--- src/rtl/alu_multicycle.sv ---
// rtl/alu_multicycle.sv - handshaked ALU: single-cycle logic/arith ops, N-cycle shift-add MUL and restoring DIV, registered NZCV
module alu_multicycle #(
  parameter int N = 16
) (
  input  logic           clk,
  input  logic           rst,
  input  logic           in_valid,
  output logic           in_ready,
  input  logic [2:0]     op,
  input  logic [N-1:0]   a,
  input  logic [N-1:0]   b,
  output logic           out_valid,
  input  logic           out_ready,
  output logic [2*N-1:0] result,
  output logic [3:0]     flags,
  output logic           div_by_zero
);

  localparam int CW = $clog2(N);

  localparam logic [2:0] OP_ADD = 3'b000;
  localparam logic [2:0] OP_SUB = 3'b001;
  localparam logic [2:0] OP_AND = 3'b010;
  localparam logic [2:0] OP_ORR = 3'b011;
  localparam logic [2:0] OP_MUL = 3'b100;
  localparam logic [2:0] OP_MOV = 3'b101;
  localparam logic [2:0] OP_CMP = 3'b110;
  localparam logic [2:0] OP_DIV = 3'b111;

  typedef enum logic [1:0] {IDLE, RUN, DONE} state_t;

  state_t          state;
  state_t          state_next;
  logic [2:0]      op_q;
  logic [N-1:0]    a_q;
  logic [N-1:0]    b_q;
  logic [N-1:0]    hi_q;
  logic [N-1:0]    lo_q;
  logic [N:0]      rem_q;
  logic [CW-1:0]   cnt_q;

  logic            accept;
  logic            iter_op;

  logic [N:0]      sum;
  logic [N:0]      dif;
  logic [N-1:0]    alu_res;
  logic            alu_c;
  logic            alu_v;

  logic [N:0]      mul_add;
  logic [N-1:0]    mul_hi_n;
  logic [N-1:0]    mul_lo_n;

  logic [N:0]      trial;
  logic [N+1:0]    div_dif;
  logic            div_ge;
  logic [N:0]      rem_n;
  logic [N-1:0]    quo_n;
  logic            div_zero;

  assign in_ready  = (state == IDLE) && !rst;
  assign out_valid = (state == DONE);
  assign accept    = in_valid && in_ready;
  assign iter_op   = (op == OP_MUL) || (op == OP_DIV);

  always_ff @(posedge clk) begin
    if (rst) state <= IDLE;
    else     state <= state_next;
  end

  always_comb begin
    state_next = state;
    case (state)
      IDLE:    if (accept) state_next = iter_op ? RUN : DONE;
      RUN:     if (cnt_q == '0) state_next = DONE;
      DONE:    if (out_ready) state_next = IDLE;
      default: state_next = IDLE;
    endcase
  end

  // Single-cycle ops are evaluated straight from the inputs at the accept edge.
  always_comb begin
    sum     = {1'b0, a} + {1'b0, b};
    dif     = {1'b0, a} - {1'b0, b};
    alu_res = '0;
    alu_c   = 1'b0;
    alu_v   = 1'b0;
    case (op)
      OP_ADD: begin
        alu_res = sum[N-1:0];
        alu_c   = sum[N];
        alu_v   = (a[N-1] == b[N-1]) && (sum[N-1] != a[N-1]);
      end
      OP_SUB, OP_CMP: begin
        alu_res = dif[N-1:0];
        alu_c   = ~dif[N];
        alu_v   = (a[N-1] != b[N-1]) && (dif[N-1] != a[N-1]);
      end
      OP_AND:  alu_res = a & b;
      OP_ORR:  alu_res = a | b;
      OP_MOV:  alu_res = b;
      default: alu_res = '0;
    endcase
  end

  // MUL step: {hi_q, lo_q} is the accumulator, multiplier bits consumed from lo_q[0].
  always_comb begin
    mul_add  = lo_q[0] ? ({1'b0, hi_q} + {1'b0, a_q}) : {1'b0, hi_q};
    mul_hi_n = mul_add[N:1];
    mul_lo_n = {mul_add[0], lo_q[N-1:1]};
  end

  // DIV step: dividend bits shift out of lo_q MSB-first while quotient bits shift in.
  always_comb begin
    trial    = {rem_q[N-1:0], lo_q[N-1]};
    div_dif  = {1'b0, trial} - {2'b00, b_q};
    div_ge   = ~div_dif[N+1];
    rem_n    = div_ge ? div_dif[N:0] : trial;
    quo_n    = {lo_q[N-2:0], div_ge};
    div_zero = (b_q == '0);
  end

  always_ff @(posedge clk) begin
    if (rst) begin
      op_q        <= '0;
      a_q         <= '0;
      b_q         <= '0;
      hi_q        <= '0;
      lo_q        <= '0;
      rem_q       <= '0;
      cnt_q       <= '0;
      result      <= '0;
      flags       <= '0;
      div_by_zero <= 1'b0;
    end else begin
      case (state)
        IDLE: begin
          if (accept) begin
            op_q  <= op;
            a_q   <= a;
            b_q   <= b;
            hi_q  <= '0;
            rem_q <= '0;
            lo_q  <= (op == OP_MUL) ? b : a;
            cnt_q <= CW'(N - 1);
            if (!iter_op) begin
              result      <= {{N{1'b0}}, alu_res};
              flags       <= {alu_res[N-1], alu_res == '0, alu_c, alu_v};
              div_by_zero <= 1'b0;
            end
          end
        end
        RUN: begin
          if (cnt_q != '0) cnt_q <= cnt_q - 1'b1;
          if (op_q == OP_MUL) begin
            hi_q <= mul_hi_n;
            lo_q <= mul_lo_n;
          end else begin
            rem_q <= rem_n;
            lo_q  <= quo_n;
          end
          if (cnt_q == '0) begin
            if (op_q == OP_MUL) begin
              result      <= {mul_hi_n, mul_lo_n};
              flags       <= {mul_hi_n[N-1], {mul_hi_n, mul_lo_n} == '0, 1'b0, 1'b0};
              div_by_zero <= 1'b0;
            end else begin
              result      <= {rem_n[N-1:0], quo_n};
              flags       <= {quo_n[N-1], quo_n == '0, 1'b0, div_zero};
              div_by_zero <= div_zero;
            end
          end
        end
        default: ;
      endcase
    end
  end

endmodule

--- config.mk ---
export PLATFORM = sky130hd
export DESIGN_NAME = alu_multicycle
export DESIGN_NICKNAME = d
export VERILOG_FILES = /design/src/rtl/alu_multicycle.sv
export SDC_FILE = /design/constraint.sdc
export NUM_CORES = 1
export LEC_CHECK = 0
export BUFFER_PORTS_ARGS = -buffer_cell sky130_fd_sc_hd__buf_2
export CORE_UTILIZATION = 45
export DETAILED_ROUTE_END_ITERATION = 8
export PLACE_DENSITY = 0.65
export RECOVER_POWER = 50
export SLEW_MARGIN = 25
export SYNTH_ARGS = -nofsm -noshare
export SYNTH_HDL_FRONTEND = slang
export SYNTH_SLANG_ARGS = --single-unit
--- constraint.sdc ---
create_clock -name clk -period 2.63 [get_ports clk]
set_input_delay 0.263 -clock clk [delete_from_list [all_inputs] [get_ports clk]]
set_output_delay 0.263 -clock clk [all_outputs]
set_load 0.005 [all_outputs]
Yosys cells after proc, flatten, opt, wreduce, memory -nomap -nowiden

Index checks and enable logic that the tools add are counted.

Add/subtract/negate cells: 5
Multiplexer cells: 38
Reductions and logical operators: 23
Bitwise operators: 4
Equal/unequal tests: 21

Operators with widths:

| kind                                                                  | number |
|---|---|
| 16-bit two-way mux                                                    | 8 |
| 32-bit two-way mux                                                    | 4 |
| 16-bit one-hot mux with 2 select lines                                | 3 |
| 16-bit one-hot mux with 5 select lines                                | 1 |
| 32-bit one-hot mux with 2 select lines                                | 1 |
| 16-bit zero test                                                      | 3 |
| 16-bit by 16-bit adder with 17-bit output                             | 2 |
| 32-bit zero test                                                      | 1 |
| 4-bit two-way mux                                                     | 6 |
| 17-bit by 16-bit subtractor with 18-bit output                        | 1 |
| 17-bit two-way mux                                                    | 1 |
| 16-bit by 16-bit subtractor with 17-bit output                        | 1 |
| 16-bit AND                                                            | 1 |
| 16-bit OR                                                             | 1 |
| 4-bit one-hot mux with 2 select lines                                 | 2 |
| 3-bit equality test, second input constant                            | 5 |
| 2-bit != test, second input constant                                  | 6 |
| 3-bit AND reduction                                                   | 4 |
| 2-bit two-way mux                                                     | 4 |
| 3-bit by 2-bit equality test with 1-bit output, second input constant | 2 |
| 1-bit one-hot mux with 2 select lines                                 | 3 |
| 2-bit one-hot mux with 3 select lines                                 | 1 |
| 1-bit logical AND                                                     | 4 |
| 4-bit zero test                                                       | 1 |
| 18 further kinds                                                      | 25 |

Input port bits: 39
Output and inout bits: 39
Register bits: 126

Longest topological paths before layout

Depth after elaboration: 7
Depth in mapped cells: 13
Mapped depth without buffers: 13

Least setup slack after synthesis

OpenSTA, ideal clock, no wires.

Path kind: input to register
Start: in a[0]
End: reg flags[2]
Library setup time: 0.069 ns
Arrival time: 2.575 ns
Data required time: 2.561 ns
Setup slack: -0.014 ns
Stages on the path: 13
Path buffers: 0
Cells stage by stage: inv_1 -> ha_1 -> inv_1 -> fa_1 -> nor2b_1 -> o311a_1 -> o21ai_1 -> a21oi_1 -> o211ai_1 -> or3b_1 -> nor4bb_1 -> nand4b_1 -> o21ai_1

Cells in the longest elaborated chain, start to end: 6
Elaborated cells between the ends (all ways): 9

RTL lines:

| what                                                                   | line | RTL |
|---|---|---|
| start: declaration                                                     | 10   | `input logic [N-1:0] a,` |
| 16-bit by 16-bit subtractor with 17-bit output (tied with other cells) | 85   | `dif = {1'b0, a} - {1'b0, b};` |
| 16-bit one-hot mux with 5 select lines *                               | 89   | `case (op)` |
| 16-bit zero test *                                                     | 149  | `flags <= {alu_res[N-1], alu_res == '0, alu_c, alu_v};` |
| 4-bit two-way mux *                                                    | 147  | `if (!iter_op) begin` |
| 4-bit two-way mux *                                                    | 139  | `if (accept) begin` |
| 4-bit one-hot mux with 2 select lines *                                | 137  | `case (state)` |
| end signal: assignment                                                 | 149  |  |
| end signal: assignment                                                 | 166  | `flags <= {mul_hi_n[N-1], {mul_hi_n, mul_lo_n} == '0, 1'b0, 1'b0};` |
| end signal: assignment                                                 | 170  | `flags <= {quo_n[N-1], quo_n == '0, 1'b0, div_zero};` |
| end: declaration                                                       | 15   | `output logic [3:0] flags,` |

Mark *: on every way between the ends. The rest lies on a longest branch, timed or not. The select of a mux whose other input is x is not followed.
A chain may end at the register's enable or synchronous reset.

Worst setup path after layout

Start: reg a_q[0]
End: reg flags[2]

Cells in the longest elaborated chain, start to end: 6

RTL lines:

| what                                      | line | RTL |
|---|---|---|
| start: declaration                        | 35   | `logic [N-1:0] a_q;` |
| start signal: assignment                  | 127  | `a_q <= '0;` |
| start signal: assignment                  | 141  | `a_q <= a;` |
| 16-bit by 16-bit adder with 17-bit output | 109  | `mul_add = lo_q[0] ? ({1'b0, hi_q} + {1'b0, a_q}) : {1'b0, hi_q};` |
| 17-bit two-way mux                        | 109  |  |
| 32-bit zero test                          | 166  |  |
| 4-bit two-way mux                         | 164  | `if (op_q == OP_MUL) begin` |
| 4-bit two-way mux                         | 163  | `if (cnt_q == '0) begin` |
| 4-bit one-hot mux with 2 select lines     | 137  |  |

No other way between the ends. The select of a mux whose other input is x is not followed.

==> results.txt <==
For hold timing, the worst endpoint is state[1]$_SDFFE_PP0P_. The critical hold path startpoint is out_ready. The category of the most critical setup path is register to register. The maximum fanout count along the critical path is 4. The worst setup path is captured at a register. The register bit total from synthesis is between 100 and 150. Dividing the final minimum period by the clock period gives 102%.

The via count came out at 10,900. The detail route stage leaves a number of antenna-violating nets equal to 0. Across the VDD grid, the largest voltage drop is ~0.00050 V. The area of all sequential standard cells came out at about 0.0025 sq mm. The cell area power density is 520 mW/mm^2. The leakage power summed over all cells is between 0.005 and 0.006 uW. The first-pass GRT wire length is 54,700 um. The post-layout worst setup margin is -0.0589 ns. The worst hold path passes through 3 cells. The number of nets in the finished design is approximately 1,700. The total number of placement rows is 53. Max-cap violations in this run came to 0. The required time at the worst-slack endpoint is slightly below 3 ns. The detailed-route vias per instance is around 5.8. The number of hold violations in the final report came to 0. The fraction of final layout cells with drive strength greater than 1 is between 20 and 30%. The end of the worst register-to-register path is flags[2]$_SDFFE_PP0P_. The initial antenna violation count is 0. Cells fill a little over 60% of the core in the end. In this run, synthesis inferred 0 flip-flops with an integrated enable. The filler cell count in the final layout came out at roughly 1,900. The tightest hold path in the finished design has a slack of approximately 0.17 ns. Detailed placement finished with a half-perimeter wire length of between 20,000 and 30,000 um. The initial utilization of the core area, before any placement, comes to 46.3%. The total routing resource utilization after global routing is between 30% and 40%. In this run the count of I/O pins placed on the die edge is 78. The commonest register cell after synthesis is sky130_fd_sc_hd__dfxtp_1. Based on the critical path, the design can be clocked at up to roughly 370 MHz. Clock-pin slew was measured on the worst setup and hold paths at roughly 0.06 ns.

After detailed routing, the number of remaining DRC violations is 0. The worst hold path belongs to the class primary input to register. The cell total after placement is 1,834. Buffers placed on the I/O ports in this run total 77.

The first routing iteration left 822 violations. The aggregate negative setup slack is -0.0589 ns. The footprint of the multi-input gates is slightly above 0.007 sq mm.

The worst pin sits at a relative slew slack of a little under two fifths. The biggest cell delay along the critical path came out at 0.37 ns. The area added between synthesis and finish is 34.0%. The flop-to-flop setup slack is -0.06 ns.

The number of detailed-routing iterations run before antenna repair came out at 5. The number of buffers and inverters on the critical path is 2. The core box area is between 0.02 and 0.025 sq mm. The tree is rooted in a sky130_fd_sc_hd__clkbuf_16. The critical register-to-register path startpoint is a_q[0]$_SDFFE_PP0P_.

The routability congestion estimate is 0.943. The number of cell instances on the worst register-to-register path came out at 13. For this run, the number of standard cells in the final layout without fillers is roughly 1,900. The number of global-route vias before repair is roughly 10,000.

The flow ran to the end, but the final reports show violations. The max-slew violation total from the final report is 0. The cell count after synthesis came out at 1,316. Walking the worst path, the cells encountered are ha_4 -> inv_2 -> fa_2 -> nor2b_4 -> o31ai_4 -> a21oi_2 -> o21a_1 -> nor2_1 -> o311ai_2 -> nor4_1 -> a41oi_1 -> buf_4 -> o21ai_1. In this run the number of H-tree levels came out at 4.

The mean instance size in the synthesized netlist came out at between 7 and 8 sq um. Clock latency on the worst-skew pair, taken at its later pin, is 0.43 ns. The arrival time reported for the critical path endpoint is roughly 3.0 ns. The maximum count of clock buffers along a single path came out at 2. The TritonCTS sink count is approximately 130. The distinct cell type count of the synthesized netlist came out at 90. The synthesized net count came out at approximately 1,400. Setup repair after global routing could not meet its margin everywhere. The y dimension of the die came out at about 150 um.

The routed length per instance is 18.9 um. The final critical path time including I/O delays and setup came out at 2.69 ns. The synthesized area is between 0.009 and 0.01 sq mm. Measured along the x axis, the die boundary spans 150 um. Among cell families on the critical path, the largest total delay comes from compound AO/OA/AOI/OAI gates.

The total die area came out at approximately 0.023 sq mm. The proportion of register bits with asynchronous set or reset after synthesis came out at 0%. The total number of yosys warnings is 0. TritonCTS built the clock tree. The antenna diode count is 0.

The clock skew after layout is 0.00965 ns. The checks that failed: setup timing. The largest individual stage delay along the critical path comes from the cell sky130_fd_sc_hd__fa_2. The number of clock buffers inserted by TritonCTS came out at 17. The leftover overflow at the end of global routing came out at 0.

The count of endpoints failing setup in the final report came out at 1. The aggregate routed wire length came out at roughly 36,000 um. STA classifies the critical path startpoint as a register.

Entering global routing, the biggest net connects 60 pins. Sequential cells were found to cover between 20% and 30% of the synthesized design area. The actual slew at the worst max-slew pin came out at 0.948 ns.
## worst min-delay path, stage by stage
cell	delay, ns
sky130_fd_sc_hd__buf_2	0.12
sky130_fd_sc_hd__or3_1	0.10
sky130_fd_sc_hd__a21oi_1	0.05
## synthesized netlist by cell type, types with 9 or more instances
library cell | instances | share of area (%)
sky130_fd_sc_hd__nand3b_1 | 26 | 2.0
sky130_fd_sc_hd__clkbuf_1 | 57 | 2.2
sky130_fd_sc_hd__a31oi_1 | 14 | 0.89
sky130_fd_sc_hd__a211oi_1 | 37 | 2.8
sky130_fd_sc_hd__a22o_1 | 9 | 0.80
sky130_fd_sc_hd__nor3_1 | 31 | 1.6
sky130_fd_sc_hd__o31ai_1 | 24 | 1.8
sky130_fd_sc_hd__o211ai_1 | 16 | 1.2
sky130_fd_sc_hd__a21o_1 | 10 | 0.76
sky130_fd_sc_hd__nand2_1 | 140 | 5.3
sky130_fd_sc_hd__nor4_1 | 13 | 0.82
sky130_fd_sc_hd__nand3_1 | 26 | 1.3
sky130_fd_sc_hd__dfxtp_1 | 126 | 26
sky130_fd_sc_hd__xnor2_1 | 19 | 1.7
sky130_fd_sc_hd__a22oi_1 | 10 | 0.76
sky130_fd_sc_hd__ha_1 | 85 | 11
sky130_fd_sc_hd__nor2_1 | 161 | 6.1
sky130_fd_sc_hd__o21ai_0 | 62 | 3.1
sky130_fd_sc_hd__o21a_1 | 10 | 0.76
sky130_fd_sc_hd__inv_1 | 74 | 2.8
sky130_fd_sc_hd__mux2i_1 | 28 | 2.8
sky130_fd_sc_hd__nor2b_1 | 16 | 1.0
sky130_fd_sc_hd__nand2b_1 | 11 | 0.70
sky130_fd_sc_hd__buf_2 | 10 | 0.51
sky130_fd_sc_hd__a21oi_1 | 112 | 5.7
sky130_fd_sc_hd__o21ai_1 | 27 | 1.4
## power by group
| group | leakage, uW | switching (uW) | internal [uW] |
|---|---|---|---|
| Sequential | 0.00103 | 109 | 2040 |
| Clock | 0.000280 | 959 | 1440 |
| Combinational | 0.00428 | 1280 | 1040 |
| Total | 0.00559 | 2350 | 4520 |
## registers in the layout, summed over array words and instances, names as in the netlist
signal	flops
rem_q	16
result	32
state	2
div_by_zero	1
lo_q	16
op_q	3
a_q	16
b_q	16
cnt_q	4
hi_q	16
flags	4
## per-layer routing
metal / vias up / GRT usage (%) / wire length, um
met3: 62 / 3.48 / 2070
met1: 5110 / 42.2 / 15800
met2: 362 / 52.2 / 16600
met5: - / 0 / 0
li1: 5323 / - / -
met4: 0 / 11.9 / 1080
## worst max path at each step
stage / from / end / cells after the start
2_1_floorplan: b_q[1]$_SDFFE_PP0P_ / rem_q[13]$_SDFFE_PP0P_ / 13
4_1_cts: hi_q[5]$_SDFFE_PP0P_ / flags[2]$_SDFFE_PP0P_ / 11
3_3_place_gp: a[0] / flags[2]$_SDFFE_PP0P_ / 15
6_report: a_q[0]$_SDFFE_PP0P_ / flags[2]$_SDFFE_PP0P_ / 13
3_5_place_dp: a[0] / flags[2]$_SDFFE_PP0P_ / 13
5_1_grt: hi_q[2]$_SDFFE_PP0P_ / flags[2]$_SDFFE_PP0P_ / 12
## placed cells by master, fill, tap and decap left out, drive strengths merged, types with 9 or more instances in the layout
cell    instances
o211ai         18
a22o            9
a211oi         39
o21ai          89
a21oi         113
nand2b         11
dfxtp         126
inv            80
buf           301
or3             9
nand3          26
o31ai          25
clkbuf         47
a21o           10
nor3           32
mux2i          28
nor2b          16
xnor2          19
nand3b         26
nor4           13
ha             85
nand2         140
nor2          161
a31oi          14
o21a           10
a22oi          10
## cells by family (layout without fill, tap and decap cells)
group                      count (synthesis)  after routing  synth area share, %
AOI/OAI and AO/OA                        413            413                 27.9
xor gates and xnor gates                  25             25                 2.22
adders and majority gates                 89             89                 11.6
buffers and inverters                    149            435                 5.91
DFF                                      126            126                 25.6
muxes                                     34             34                 3.53
and+or+nand+nor                          480            480                 23.3
## per-stage QoR
step / worst slack [ns] / cell area [sq um] / total power [uW]
floorplan: 0.0121 / 9870 / 3390
global placement: -0.453 / 12100 / 4280
detailed placement: -0.463 / 12100 / 4310
CTS: -0.0714 / 12900 / 6730
global route: -0.155 / 13200 / 7170
finish: -0.0589 / 13200 / 6870
## layout make-up
type                    instances  area share [%]
clock buffers                  19            3.35
multi-input cells            1041            54.3
clock inverters                13            1.16
well taps                     275            2.60
inverters                      74            2.12
flip-flops and latches        126            19.2
repair buffers                329            17.2
## repair_timing
| item | in CTS | in global routing |
|---|---|---|
| setup endpoints to repair | 32 | 36 |
| pin swaps | 10 | 29 |
| hold buffers | 0 | 0 |
| cloned | 0 | 1 |
| gates resized for setup | 22 | 80 |
| buffers inserted | 2 | 10 |
Power figures use the tool's default switching activity.
